File: src/rtl/pb2_fetch_pkg.sv
// Shared types and widths for the Processor Board B instruction fetch sequencer.
package pb2_fetch_pkg;

    localparam int STATE_W = 3;
    localparam int CNT_W   = 8;
    localparam int BUS_W   = 16;

    typedef enum logic [STATE_W-1:0] {
        S_IDLE  = 3'd0,
        S_ADDR  = 3'd1,
        S_READ  = 3'd2,
        S_WAIT  = 3'd3,
        S_LATCH = 3'd4
    } state_t;

endpackage

File: src/rtl/pb2_fetch_wait_timer.sv
// Wait-state counter for the fetch sequencer: counts wait cycles and flags when
// the count reaches WAIT_MAX. Only instantiated when PB2_FETCH_TIMEOUT_EN is defined.
module pb2_fetch_wait_timer
    import pb2_fetch_pkg::*;
#(
    parameter int WAIT_MAX = 15
) (
    input  logic clk,
    input  logic reset,
    input  logic clear,
    input  logic start,
    input  logic enable,
    output logic tc
);

    localparam logic [CNT_W-1:0] LIMIT = CNT_W'(WAIT_MAX);

    logic [CNT_W-1:0] count;

    // start loads 1 because the first WAIT cycle is already the first wait state
    always_ff @(posedge clk) begin
        if (reset || clear) begin
            count <= '0;
        end else if (start) begin
            count <= CNT_W'(1);
        end else if (enable) begin
            count <= count + CNT_W'(1);
        end
    end

    assign tc = (count == LIMIT);

endmodule

File: src/rtl/pb2_fetch_seq.sv
// Instruction fetch sequencer: PC -> address bus, one read cycle with wait states,
// word -> ir, nincpc strobe back to the PC. Bus timeout enabled by PB2_FETCH_TIMEOUT_EN.
module pb2_fetch_seq
    import pb2_fetch_pkg::*;
#(
    parameter int WAIT_MAX = 15
) (
    input  logic             clk,
    input  logic             reset,
    input  logic             fetch,
    input  logic [BUS_W-1:0] pc,
    output logic             nincpc,
    output logic [BUS_W-1:0] ab,
    output logic             nmem,
    output logic             nr,
    input  logic             nwaiting,
    input  logic [BUS_W-1:0] db,
    output logic [BUS_W-1:0] ir,
    output logic             busy,
    output logic             done,
    output logic             fault
);

    state_t           state, state_nxt;
    logic [BUS_W-1:0] ab_nxt, ir_nxt;

    wait_max_legal: assert property (@(posedge clk) (WAIT_MAX >= 1) && (WAIT_MAX <= 255));

`ifdef PB2_FETCH_TIMEOUT_EN
    logic fault_nxt;
    logic timer_start, timer_en, wait_tc;

    pb2_fetch_wait_timer #(
        .WAIT_MAX (WAIT_MAX)
    ) u_wait_timer (
        .clk    (clk),
        .reset  (reset),
        .clear  (state == S_IDLE),
        .start  (timer_start),
        .enable (timer_en),
        .tc     (wait_tc)
    );

    always_ff @(posedge clk) begin
        if (reset) fault <= 1'b0;
        else       fault <= fault_nxt;
    end
`else
    assign fault = 1'b0;
`endif

    // NOTE: every always_comb output gets a default before the case so no path
    // leaves a signal unassigned; an unassigned path would infer a latch.
    always_comb begin
        state_nxt = state;
        ab_nxt    = ab;
        ir_nxt    = ir;
`ifdef PB2_FETCH_TIMEOUT_EN
        fault_nxt   = fault;
        timer_start = 1'b0;
        timer_en    = 1'b0;
`endif
        case (state)
            S_IDLE: begin
                if (fetch) begin
                    state_nxt = S_ADDR;
                    ab_nxt    = pc;
`ifdef PB2_FETCH_TIMEOUT_EN
                    fault_nxt = 1'b0;
`endif
                end
            end
            S_ADDR: state_nxt = S_READ;
            S_READ: begin
                if (nwaiting) begin
                    state_nxt = S_LATCH;
                end else begin
                    state_nxt = S_WAIT;
`ifdef PB2_FETCH_TIMEOUT_EN
                    timer_start = 1'b1;
`endif
                end
            end
            S_WAIT: begin
                if (nwaiting) begin
                    state_nxt = S_LATCH;
                end
`ifdef PB2_FETCH_TIMEOUT_EN
                else if (wait_tc) begin
                    state_nxt = S_IDLE;
                    fault_nxt = 1'b1;
                end else begin
                    timer_en = 1'b1;
                end
`endif
            end
            S_LATCH: begin
                ir_nxt    = db;
                state_nxt = S_IDLE;
            end
            default: state_nxt = S_IDLE;
        endcase
    end

    // Strobes are decoded from the next state and registered, so they line up
    // with the state they belong to and never see a combinational input path.
    // NOTE: sequential state uses non-blocking assignments so every flop samples
    // pre-edge values regardless of statement order.
    always_ff @(posedge clk) begin
        if (reset) begin
            state  <= S_IDLE;
            ab     <= '0;
            ir     <= '0;
            nmem   <= 1'b1;
            nr     <= 1'b1;
            nincpc <= 1'b1;
            busy   <= 1'b0;
            done   <= 1'b0;
        end else begin
            state  <= state_nxt;
            ab     <= ab_nxt;
            ir     <= ir_nxt;
            nmem   <= !(state_nxt inside {S_ADDR, S_READ, S_WAIT});
            nr     <= !(state_nxt inside {S_READ, S_WAIT});
            nincpc <= (state_nxt != S_LATCH);
            busy   <= (state_nxt != S_IDLE);
            done   <= (state_nxt == S_LATCH);
        end
    end

endmodule
File: config.mk
export PLATFORM = sky130hd
export DESIGN_NAME = pb2_fetch_seq
export DESIGN_NICKNAME = d
export VERILOG_FILES = /design/src/rtl/pb2_fetch_pkg.sv /design/src/rtl/pb2_fetch_wait_timer.sv /design/src/rtl/pb2_fetch_seq.sv
export SDC_FILE = /design/constraint.sdc
export NUM_CORES = 1
export LEC_CHECK = 0
export BUFFER_PORTS_ARGS = -buffer_cell sky130_fd_sc_hd__buf_2
export CAP_MARGIN = 10
export CORE_ASPECT_RATIO = 1.2
export CORE_UTILIZATION = 39
export DETAILED_ROUTE_END_ITERATION = 8
export PLACE_DENSITY = 0.72
export REMOVE_ABC_BUFFERS = 1
export SYNTH_ARGS = -nofsm -noshare
export SYNTH_HDL_FRONTEND = slang
export SYNTH_SLANG_ARGS = --single-unit
File: constraint.sdc
create_clock -name clk -period 1.1 [get_ports clk]
set_input_delay 0.055 -clock clk [delete_from_list [all_inputs] [get_ports clk]]
set_output_delay 0.055 -clock clk [all_outputs]
set_load 0.1 [all_outputs]
* Word-level counts from Yosys, hierarchy flattened *
Cells that the tools add are included.

operators by class
  bitwise operators = 0
  multipliers = 0
  $lt $le $gt $ge = 0
  divide/modulo/power cells = 0
  eq/ne operators = 9
  shifts and indexed selects = 0
  $add $sub $neg = 0
  reduce and logical (&&, ||, !) cells = 7
  muxes and demuxes = 4

operators with widths
  operator            count
  $eq 3x2->1 const B  4
  $pmux 3 s4          1
  $mux 3              3
  $eq 3x1->1 const B  2
  $eq 3x3->1 const B  2
  $reduce_bool 3->1   2
  $logic_not 3->1     1
  $ne 3x3->1 const B  1
  $logic_not 1->1     2
  $reduce_and 2->1    1
  $reduce_bool 2->1   1

storage, ports and cells
  input bits = 36
  output and inout bits = 38
  RAM bits = 0
  latch bits = 0
  flip-flop bits (word level) = 40
  memory bits (read-only) = 0
  memories kept = 0

* Logic depth before layout (Yosys ltp) *
Gate-level depths: netlist of the first run.

  word-level depth = 5
  gate-level depth with buffers = 4
  mapped depth without buffers = 2

* Least setup slack after synthesis of the first run *
OpenSTA, ideal clock, no wires.

  kind = register -> register
  from = register, netlist name ab[0]
  to = register ab[0]
  arrival time = 1153 ps
  data required time = 1028 ps
  buffers on the path = 0
  slack = -124 ps
  cell stages (with the launch flop) = 3
  cells stage by stage = dfxtp_1 -> nand2b_1 -> mux2i_1

RTL lines
  item                    RTL line              text
  end signal: assignment  pb2_fetch_seq.sv:121  ab <= ab_nxt;
  end: declaration        pb2_fetch_seq.sv:13   output logic [BUS_W-1:0] ab,

* Final worst setup path of the first run *
  from = register state[1]
  to = register ab[0]

between the ends
  cells in the longest elaborated chain, start to end = 2

RTL lines
  item                        RTL line              text
  start: declaration          pb2_fetch_seq.sv:24   state_t state, state_nxt;
  start signal: assignment    pb2_fetch_seq.sv:120  state <= state_nxt;
  $logic_not 3->1             pb2_fetch_seq.sv:63   case (state)
  $reduce_and 2->1 (no line)  -

No other way between the ends.
A chain may end at the register's enable or synchronous reset.

==> impl_metrics.yaml, run 1 <==
route:
  via_per_inst: 4.495
  firstDrtPassIters: 4
  vias: 1353
  final_antenna_net_count: 0
  wl_per_cell_um: 12.02
  drt_wl_total_um: 3618
  drcViolationCount: 0
  first_iter_violations: 34
timing:
  holdWs_ns: 0.01265
  final-max-slew-violation-count: 0
  max_freq_ghz: 0.8491
  fin_worst_skew_ns: 0.007579
  fin_ws_ns: -0.07775
  fin_crit_ns: 1.178
  setup_viol: 16
  fin_crit_sh: 1.071
  hold_viol_final: 0
  rsz0062_at_grt: "yes"
job:
  maxCapViolCount: 0
floorplan:
  dieArea_um2: 4682
  die_h_um: 74.76
  core_um2: 4229
  start_util: 0.4068
  row_count: 26
  io-pin-count: 74
  die_w_um: 62.63
power_and_ir_drop:
  combPwrFrac: 0.280
  clkPwrFrac: 0.304
  p_switching_mw: 1.225
  power_mw: 3.834
  p_leak_nw: 1.153
  ir_worst_vdd_v: 0.0009062
  p_sw_frac: 0.3195
  p_per_area_nw_per_um2: 1356
  p_seq_frac: 0.415
  p_int_mw: 2.609
placed_design:
  dp_slack_ns: -0.1124
  port_buffers: 72
  place_congestion: 0.7024
  dp_hpwl_um: 2650
setup_path:
  worst_ep_required_time_ns: 1.32
  critical_path.slowest_cell: "dfxtp_4"
  timing.rr.start: "state[1]$_SDFF_PP0_"
  ff2ff_path_depth: 3
  r2r-end: "ab[0]$_SDFFE_PP0P_"
  setup.worst_path.start_class: "flop"
  max_stage_delay_ns: 0.37
  worstPathCellList: "nor4b_4 > buf_12 > mux2i_1"
  cp-end-kind: "flop"
  arrival_ns: 1.40
  r2r_slack_ns: -0.08
  critical_path_class: "flop to flop"
  critPathMaxFanout: 16
grt:
  gr-total-overflow: 0
  track_usage: 0.1686
  grt_max_degree: 44
  antenna_found_initial: 0
  grt_pass1_wl_um: 5975
  first_global_vias: 1301
synthesis:
  yosys_warnings: 0
  synth_seq_cells: 40
  synthCells: 165
  synth.avg_cell_area_um2: 10.43
  yosysUniqueCellTypes: 20
  syn_area_um2: 1720
  yosysSeqAreaShare: 0.4655
final_layout:
  antennaDiodeCount: 0
  final_nets: 280
  mostFrequentLayoutCell: "nand2b_1"
  final_cell_mix: "65 x nand2b_1, 38 x buf_2, 37 x dfxtp_1"
  fin_util: 0.6686
  syn2layout_area_growth_pct: 64.36
  drive_gt1_frac: 0.3918
clock_network:
  cts_tree: "done"
  numClockSinks: 40
  cts_max_level: 2
  clk_pin_slew_ns: 0.08
  clock_latency_ns: 0.29
  clockRootBuffer: "clkbuf_8"
  cts.path.max_buffers: 2
  cts_buffers: 5
outcome:
  outcome: "finished, violations left"
  violations: "setup timing"
worst_hold_path:
  holdPathStages: 3
  whs_endpoint: "ir[8]$_SDFFE_PP0N_"
  hold_class: "input port to flop"
  hp-start: "db[8]"
[per-stage QoR]
stage	instances	TNS (ns)	cell area, um^2
after floorplan	153	-26.16	1639
after global placement	290	-0.9831	2655
after detailed placement	290	-1.611	2655
after CTS	301	-1.016	2818
after global routing	301	-2.438	2828
final	301	-0.8705	2828
[how the worst max path moves through the flow]
stage	startpoint	to	slack, ns	depth (start not counted)
2_1_floorplan	state[1]$_SDFF_PP0_	ab[0]$_SDFFE_PP0P_	-1.01	2
3_3_place_gp	state[1]$_SDFF_PP0_	ab[8]$_SDFFE_PP0P_	-0.07	3
3_5_place_dp	state[1]$_SDFF_PP0_	ab[12]$_SDFFE_PP0P_	-0.11	3
4_1_cts	state[1]$_SDFF_PP0_	ab[0]$_SDFFE_PP0P_	-0.08	3
5_1_grt	state[1]$_SDFF_PP0_	ab[6]$_SDFFE_PP0P_	-0.15	3
6_report	state[1]$_SDFF_PP0_	ab[0]$_SDFFE_PP0P_	-0.08	3
[cell families (layout without fill, tap and decap cells)]
logic type             after synthesis  count (layout)  share of synthesized area
buffers and inverters               12              92                    0.04727
other                                1               1                   0.002180
muxes                               32              32                     0.1862
DFF                                 40              40                     0.4655
AOI/OAI and AO/OA                    3               3                    0.01382
and+or+nand+nor                     77              77                     0.2851
[layer usage]
metal / global-route usage / wire length (um)
met1: 0.1886 / 1462
met2: 0.2657 / 1708
met3: 0.09697 / 385
met4: 0.06977 / 61
met5: 0 / 0
[cells in the mapped netlist]
cell      instances  area share
nand2b_1         65        0.24
buf_4             3       0.013
buf_2             1      0.0029
nor4b_2           1      0.0087
nor3_1            4       0.012
a21boi_0          2      0.0087
nor2_1            1      0.0022
or2b_1            1      0.0044
nand2_1           1      0.0022
a211o_1           1      0.0051
dfxtp_1          40        0.47
buf_12            1       0.012
nand3b_1          1      0.0044
or3b_2            1      0.0051
conb_1            1      0.0022
clkbuf_1          6       0.013
nand3_1           1      0.0029
buf_6             1      0.0065
mux2i_1          32        0.19
nor3b_2           1      0.0073
[flip-flops by register name, summed over array words and instances, names as in the netlist]
name,flops
ab,16
ir,16
state,3
busy,1
done,1
nincpc,1
nmem,1
nr,1
[critical path, delay by kind of cell, from the launching register on]
| kind | cells | cell delay [ns] |
|---|---|---|
| flip-flops | 1 | 0.37 |
| AND/OR/NAND/NOR | 1 | 0.32 |
| buffers and inverters | 1 | 0.21 |
| multiplexers | 1 | 0.20 |
[cell type report]
class                           count  area, um^2
Fill cell                         339        1401
Timing Repair Buffer               84       987.2
Multi-Input combinational cell    113       853.3
Sequential cell                    40       809.5
Clock buffer                        6       72.57
Tap cell                           56       70.07
Clock inverter                      2       35.03
[power by group through the flow]
stage / Clock, mW / Sequential [mW] / Combinational (mW)
after floorplan: 0 / 2.07 / 0.199
after global placement: 0 / 1.63 / 1.06
after detailed placement: 0 / 1.63 / 1.07
after CTS: 1.22 / 1.60 / 1.08
after global routing: 1.28 / 1.60 / 1.12
final: 1.17 / 1.59 / 1.07
[timing repair]
item	4_1_cts	5_1_grt
pin swaps	0	2
hold endpoints to repair	1	0
setup endpoints to repair	36	35
hold buffers	1	0
gates resized for setup	6	5
cloned	1	0
setup buffers	1	0
Power figures use the tool's default switching activity.
==> run 2, diff against run 1 <==
CORE_UTILIZATION = 40   (was 39)
PLACE_DENSITY = 0.74   (was 0.72)
==> run 2 against run 1 <==
Compared with the run above: the run still ends with setup timing left; setup slack better by 0.018 ns; clock-buffer cell count down 1; final cell count down 1.3%; worst hold slack better by 0.0061 ns; utilization up 1.5 points; sequential share of layout area up 0.64 points; register-to-register slack better by 0.02 ns.
==> impl_metrics.yaml, run 2 (synthesis results as in run 1) <==
outcome:
  outcome: "finished, violations left"
  violations: "setup timing"
setup_path:
  worstPathCellList: "nor4b_4 > buf_6 > mux2i_1"
  ff2ff_path_depth: 3
  critical_path.slowest_cell: "dfxtp_4"
  r2r_slack_ns: -0.06
  r2r-end: "ab[2]$_SDFFE_PP0P_"
  critical_path_class: "flop to flop"
  cp-end-kind: "flop"
  worst_ep_required_time_ns: 1.31
  setup.worst_path.start_class: "flop"
  timing.rr.start: "state[1]$_SDFF_PP0_"
  arrival_ns: 1.37
  max_stage_delay_ns: 0.38
  critPathMaxFanout: 8
clock_network:
  cts_tree: "done"
  clk_pin_slew_ns: 0.08
  cts_max_level: 2
  clockRootBuffer: "clkbuf_8"
  clock_latency_ns: 0.28
  numClockSinks: 40
  cts.path.max_buffers: 2
  post-cts-setup-buffer-count: 0
  cts_buffers: 5
route:
  via_per_inst: 4.502
  firstDrtPassIters: 3
  vias: 1337
  wl_per_cell_um: 11.89
  drcViolationCount: 0
  first_iter_violations: 36
  drt_wl_total_um: 3531
  final_antenna_net_count: 0
final_layout:
  syn2layout_area_growth_pct: 60.29
  final_cell_mix: "65 x nand2b_1, 38 x buf_2, 37 x dfxtp_1"
  drive_gt1_frac: 0.3909
  largestRegisters: "ab: 16 flops, ir: 16 flops, state: 3 flops"
  antennaDiodeCount: 0
  final_cells: 297
  final_cell_area_um2: 2758
  mostFrequentLayoutCell: "nand2b_1"
  final_nets: 278
  nFillCells: 302
floorplan:
  core_um2: 4035
  row_count: 25
  start_util: 0.4264
  io-pin-count: 74
  die_h_um: 73.84
  dieArea_um2: 4568
  die_w_um: 61.87
timing:
  fin_crit_sh: 1.054
  hold_viol_final: 0
  setup_viol: 16
  final-max-slew-violation-count: 0
  fin_ws_ns: -0.05962
  max_freq_ghz: 0.8623
  fin_worst_skew_ns: 0.003321
  fin_crit_ns: 1.160
  rsz0062_at_grt: "yes"
  setup_tns_ns: -0.5146
grt:
  grt_pass1_wl_um: 5685
  antenna_found_initial: 0
  first_global_vias: 1356
  gr-total-overflow: 0
  track_usage: 0.1659
  grt_max_degree: 32
worst_hold_path:
  hp-start: "pc[14]"
  hold_class: "input port to flop"
  holdPathStages: 3
  whs_endpoint: "ab[14]$_SDFFE_PP0P_"
placed_design:
  dp_hpwl_um: 2684
  port_buffers: 72
  placedCellCount: 288
  place_congestion: 0.7291
  place_area_um2: 2606
power_and_ir_drop:
  p_leak_nw: 1.122
  power_mw: 3.827
  ir_worst_vdd_v: 0.0008885
  p_per_area_nw_per_um2: 1388
job:
  maxCapViolCount: 0
run 2: layer usage:
metal  global-route usage  share of wire  up-vias
li1                     -              -      685
met1               0.1810           0.41      585
met2               0.2927           0.48       62
met3              0.05634          0.093        5
met4              0.05432          0.012        0
met5                    0              0        -
run 2: cell type report:
type | count | area (um^2) | share of cell area
timing repair buffer | 82 | 918.4 | 0.3330
multi-input combinational | 113 | 853.3 | 0.3094
sequential | 40 | 807.0 | 0.2927
clock buffer | 5 | 68.82 | 0.02495
tap | 54 | 67.56 | 0.02450
clock inverter | 3 | 42.54 | 0.01543
run 2: what timing repair did:
item | in CTS | in global routing
pin swaps | 1 | 0
hold endpoints to repair | 1 | 0
gates resized for setup | 8 | 4
hold buffers | 1 | 0
setup endpoints to repair | 35 | 33
run 2: stage by stage:
stage	utilization	hold slack, ns	worst slack [ns]
after floorplan	-	0.1318	-1.012
after global placement	0.6459	0.2728	-0.03977
after detailed placement	0.6459	0.2846	-0.07064
after CTS	0.6816	0.009410	-0.06829
after global routing	0.6834	0.01872	-0.1534
final	0.6834	0.01875	-0.05962
run 2: how the worst max path moves through the flow:
| stage | startpoint | end |
|---|---|---|
| 2_1_floorplan | state[1]$_SDFF_PP0_ | ab[0]$_SDFFE_PP0P_ |
| 3_3_place_gp | state[1]$_SDFF_PP0_ | ab[4]$_SDFFE_PP0P_ |
| 3_5_place_dp | state[1]$_SDFF_PP0_ | ab[2]$_SDFFE_PP0P_ |
| 4_1_cts | state[1]$_SDFF_PP0_ | ab[2]$_SDFFE_PP0P_ |
| 5_1_grt | state[1]$_SDFF_PP0_ | ab[2]$_SDFFE_PP0P_ |
| 6_report | state[1]$_SDFF_PP0_ | ab[2]$_SDFFE_PP0P_ |
run 2: critical path, delay by kind of cell, from the launching register on:
| family | cells | cell delay (ns) |
|---|---|---|
| mux | 1 | 0.20 |
| flops | 1 | 0.38 |
| buf+inv | 1 | 0.20 |
| simple gates | 1 | 0.31 |
run 2: power breakdown:
part           internal (mW)  switching [mW]  total [mW]
clock                  0.671           0.505        1.18
sequential              1.52          0.0770        1.60
combinational          0.402           0.651        1.05
